### src/rtl/uart_tx.sv
// 8N1 UART transmitter: byte FIFO on a valid/ready port, LSB-first serialiser.
// TXD is registered so the pin never glitches between bit periods.
module uart_tx #(
  parameter int CLK_FREQ_HZ = 12_000_000,
  parameter int BAUD_RATE   = 115_200,
  parameter int FIFO_DEPTH  = 4
) (
  input  logic                          CLK,
  input  logic                          RESET,
  input  logic [7:0]                    wr_data,
  input  logic                          wr_valid,
  output logic                          wr_ready,
  output logic                          TXD,
  output logic                          busy,
  output logic [$clog2(FIFO_DEPTH):0]   level
);

  localparam int DIV = CLK_FREQ_HZ / BAUD_RATE;
  localparam int AW  = $clog2(FIFO_DEPTH);
  localparam int LW  = AW + 1;
  localparam int CW  = $clog2(DIV);

  typedef enum logic [1:0] {IDLE, START, DATA, STOP} state_t;

  state_t        state, state_d;
  logic [CW-1:0] cnt, cnt_d;
  logic [2:0]    bit_idx, bit_idx_d;
  logic [7:0]    shift, shift_d;
  logic          txd_d;
  logic          bit_end;
  logic          push, pop, full;

  logic [7:0]    mem [FIFO_DEPTH];
  logic [AW-1:0] wr_ptr, rd_ptr;

  // Space is judged from registered occupancy only, so a pop never frees a slot in its own cycle.
  assign full     = (level == LW'(FIFO_DEPTH));
  assign wr_ready = !full && !RESET;
  assign push     = wr_valid && wr_ready;
  assign busy     = (state != IDLE) || (level != '0);

  always_comb begin
    state_d   = state;
    cnt_d     = cnt + CW'(1);
    bit_idx_d = bit_idx;
    shift_d   = shift;
    pop       = 1'b0;
    bit_end   = (cnt == CW'(DIV - 1));
    case (state)
      IDLE: begin
        cnt_d = '0;
        if (level != '0) begin
          pop     = 1'b1;
          shift_d = mem[rd_ptr];
          state_d = START;
        end
      end
      START: begin
        if (bit_end) begin
          state_d   = DATA;
          cnt_d     = '0;
          bit_idx_d = '0;
        end
      end
      DATA: begin
        if (bit_end) begin
          cnt_d = '0;
          if (bit_idx == 3'd7) begin
            state_d = STOP;
          end else begin
            shift_d   = {1'b0, shift[7:1]};
            bit_idx_d = bit_idx + 3'd1;
          end
        end
      end
      STOP: begin
        // Chaining straight into the next start bit keeps frames gap-free.
        if (bit_end) begin
          cnt_d = '0;
          if (level != '0) begin
            pop     = 1'b1;
            shift_d = mem[rd_ptr];
            state_d = START;
          end else begin
            state_d = IDLE;
          end
        end
      end
      default: state_d = IDLE;
    endcase

    case (state_d)
      START:   txd_d = 1'b0;
      DATA:    txd_d = shift_d[0];
      default: txd_d = 1'b1;
    endcase
  end

  always_ff @(posedge CLK or posedge RESET) begin
    if (RESET) begin
      state   <= IDLE;
      cnt     <= '0;
      bit_idx <= '0;
      shift   <= '0;
      TXD     <= 1'b1;
    end else begin
      state   <= state_d;
      cnt     <= cnt_d;
      bit_idx <= bit_idx_d;
      shift   <= shift_d;
      TXD     <= txd_d;
    end
  end

  always_ff @(posedge CLK or posedge RESET) begin
    if (RESET) begin
      wr_ptr <= '0;
      rd_ptr <= '0;
      level  <= '0;
    end else begin
      if (push) wr_ptr <= wr_ptr + AW'(1);
      if (pop)  rd_ptr <= rd_ptr + AW'(1);
      case ({push, pop})
        2'b10:   level <= level + LW'(1);
        2'b01:   level <= level - LW'(1);
        default: level <= level;
      endcase
    end
  end

  always_ff @(posedge CLK) begin
    if (push) mem[wr_ptr] <= wr_data;
  end

endmodule

### config.mk
export PLATFORM = sky130hd
export DESIGN_NAME = uart_tx
export DESIGN_NICKNAME = d
export VERILOG_FILES = /design/src/rtl/uart_tx.sv
export SDC_FILE = /design/constraint.sdc
export NUM_CORES = 1
export LEC_CHECK = 0
export ABC_AREA = 1
export BUFFER_PORTS_ARGS = -buffer_cell sky130_fd_sc_hd__buf_2
export CORE_MARGIN = 5
export CORE_UTILIZATION = 45
export CTS_CLUSTER_SIZE = 16
export DETAILED_ROUTE_END_ITERATION = 10
export PLACE_DENSITY_LB_ADDON = 0.12
export REMOVE_ABC_BUFFERS = 1
export SYNTH_ARGS = -nofsm -noshare
export SYNTH_HDL_FRONTEND = slang
export SYNTH_SLANG_ARGS = --single-unit
### constraint.sdc
create_clock -name CLK -period 7.2 [get_ports CLK]
set_clock_uncertainty 0.05 [all_clocks]
set_input_delay 0.72 -clock CLK [delete_from_list [all_inputs] [get_ports CLK]]
set_output_delay 0.72 -clock CLK [all_outputs]
set_load 0.1 [all_outputs]
==> results.py <==
metrics = {
    "status": {
        "status": "complete, no violations",
    },
    "die": {
        "die_area_sq_mm": 0.00820,
        "die_h_um": 90.6,
        "floorplan.initialDensity_pct": 46.0,
        "die_w_um": 90.6,
        "coreArea_sq_mm": 0.00635,
        "io_pins": 17,
        "rows": 29,
    },
    "power_and_ir_drop": {
        "cellPowerDensity_mw_per_mm2": 438,
        "p_sw_uw": 626,
        "p_int_uw": 810,
        "p_clk_share_pct": 22.4,
        "max-vdd-ir-drop_mv": 0.185,
        "pwr-share-comb_pct": 43.1,
        "swShare_pct": 43.6,
        "leakage_uw": 0.00149,
        "power_frac_seq_pct": 34.5,
    },
    "synth": {
        "yosysMostFrequentCell": "nand2_1",
        "syn_avg_cell_area_sq_um": 9.36,
        "synthTopCellsByArea": "edfxtp_1 (33%), dfrtp_1 (23%), nand2_1 (9.0%), nor2_1 (6.4%), ha_1 (6.0%)",
        "yosysSeqAreaShare_pct": 56.9,
        "syn_area_sq_mm": 0.00292,
        "synth-async-reset-ratio_pct": 46.7,
        "ys_ff_latch": 60,
        "synth_commonest_cells": "nand2_1 (70), nor2_1 (50), inv_1 (35)",
        "postSynthCellCount": 312,
        "synth_area_leader_cell": "edfxtp_1",
        "synth_top_area_share_pct": 32.9,
        "yosysWarnings": 0,
        "synth-edff-count": 32,
        "ys.flop_type": "edfxtp_1",
        "synth.distinct_cells": 26,
    },
    "setup_path": {
        "cp_num_buf_inv": 2,
        "critical_path_arrival_ns": 1.99,
        "crit_type": "reg2out",
        "crit_path_start_kind": "flop",
        "critPathRequiredTime_ns": 6.43,
        "r2r_slack_ns": 4.64,
        "endpoint_kind": "output pin",
        "ff2ff_path_depth": 12,
        "critPathSlowestCell": "dfrtp_1",
        "r2r_end": "level[2]",
        "max_stage_delay_ns": 0.41,
        "path_cells": "nor2_1 > nand2_1 > inv_1 > nand2_1 > buf_2",
        "crit_family": "simple AND/OR/NAND/NOR gates",
        "cp_common_cell": "nand2_1",
        "path_max_fanout": 12,
        "timing.rr.start": "level[0]",
    },
    "timing": {
        "max_freq_mhz": 362,
        "fin_crit_sh_pct": 38.3,
        "tightestPinTransition_ns": 1.09,
        "period_needed_ns": 2.76,
        "finalHoldViolations": 0,
        "tns_ns": 0,
        "rsz0062_at_grt": "false",
        "final_max_slew_viol_count": 0,
        "setup_viol": 0,
        "slew_headroom_pct": 27.1,
    },
    "final_layout": {
        "finalNonFillerCells": 416,
        "drive_above_1_share_pct": 11.2,
        "layout.nets": 360,
        "area_growth_pct": 12.3,
        "antenna_cells": 0,
    },
    "clock_tree": {
        "cts_hold_buffers": 0,
        "cts_buffers": 9,
        "htree_levels": 3,
        "cts_tree": "built",
        "post_cts.repair.setup_buffers": 0,
        "post_cts_resized": 0,
        "cts-root-buf": "clkbuf_8",
        "cts_sinks": 60,
        "clock_tree.buffer_depth": 2,
        "insertion_delay_ns": 0.34,
        "clk_pin_slew_ns": 0.07,
    },
    "route": {
        "wl_um": 5420,
        "drt-pass1-iter-count": 4,
        "antenna_left": 0,
        "num_vias": 2049,
        "drc_errors": 0,
        "first_iter_violations": 79,
        "vias_per_cell": 4.93,
        "post_drt_wl_per_cell_um": 13.0,
    },
    "place": {
        "place_hpwl_um": 3840,
        "place_inst": 400,
        "gp_congestion": 0.820,
        "port-buffer-count": 16,
    },
    "global_route": {
        "grt_first_pass_wirelength_um": 9620,
        "grt_use_total_pct": 14.6,
        "grt_pass1_vias": 2073,
        "grt_overflow": 0,
        "grt_max_degree": 29,
        "antenna_found_initial": 0,
    },
    "worst_hold_path": {
        "worstHoldStart": "cnt[0]",
        "hold_path_class": "reg2reg",
        "whs_endpoint": "cnt[0]",
        "holdPathStages": 1,
    },
    "run": {
        "maxCapViolCount": 0,
    },
}
[flip-flops by register name (all words and copies together), names as in the netlist]
name,count
level,3
shift,8
cnt,7
rd_ptr,2
bit_idx,3
state,2
mem,32
TXD,1
wr_ptr,2
[per-stage QoR]
step                cell area [sq um]  power, uW  setup WS, ns  hold slack [ns]  utilization, %
finish                           3280       1440          4.44            0.416            51.7
global route                     3280       1560          4.27            0.434            51.7
CTS                              3280       1450          4.40            0.414            51.7
detailed placement               3070       1120          4.62            0.407            48.4
global placement                 3070       1120          4.77            0.399            48.4
floorplan                        2900        985          2.96            0.383               -
[routing by layer]
layer	global-route usage, %	up-vias	share of wire (%)
li1	-	1057	-
met1	18.4	952	47
met2	23.4	32	48
met3	5.50	8	4.2
met4	4.47	0	1.3
met5	0	-	0
[power groups by stage]
stage	combinational [uW]	sequential (uW)	clock (uW)
after floorplan	415	570	0
after global placement	622	500	0
after detailed placement	621	501	0
after CTS	626	495	330
after global routing	708	504	347
final	619	495	322
[layout make-up]
type | instances | area (sq um)
fill | 574 | 3070
clock inverter | 5 | 77.6
timing repair buffer | 16 | 80.1
inverter | 35 | 131
clock buffer | 11 | 131
tap | 77 | 96.3
sequential | 60 | 1660
multi-input combinational | 212 | 1100
[cell usage in the layout, fill, tap and decap left out, types with 9 or more instances in the layout]
| cell type | netlist | final |
|---|---|---|
| dfrtp_1 | 27 | 27 |
| nor2_1 | 50 | 50 |
| buf_2 | 3 | 16 |
| o21ai_0 | 26 | 26 |
| inv_1 | 35 | 35 |
| a21oi_1 | 9 | 9 |
| nand3_1 | 21 | 21 |
| clkbuf_8 | 0 | 9 |
| nand2_1 | 70 | 70 |
| edfxtp_1 | 32 | 32 |
| ha_1 | 14 | 14 |
[worst max path at each step]
stage | start | to | cells past startpoint
2_1_floorplan | level[1] | level[1] | 7
3_5_place_dp | level[0] | level[2] | 12
4_1_cts | level[1] | busy | 5
3_3_place_gp | level[0] | level[2] | 12
6_report | level[1] | busy | 5
5_1_grt | level[1] | busy | 5
[cells by family after synthesis]
logic type,after synthesis,share of synthesized area (%)
fa+ha+maj,15,6.68
simple gates,152,21.9
buf+inv,40,5.40
flops,60,56.9
xor+xnor,7,2.10
compound gates,38,6.98
(Power assumes the default switching activity.)
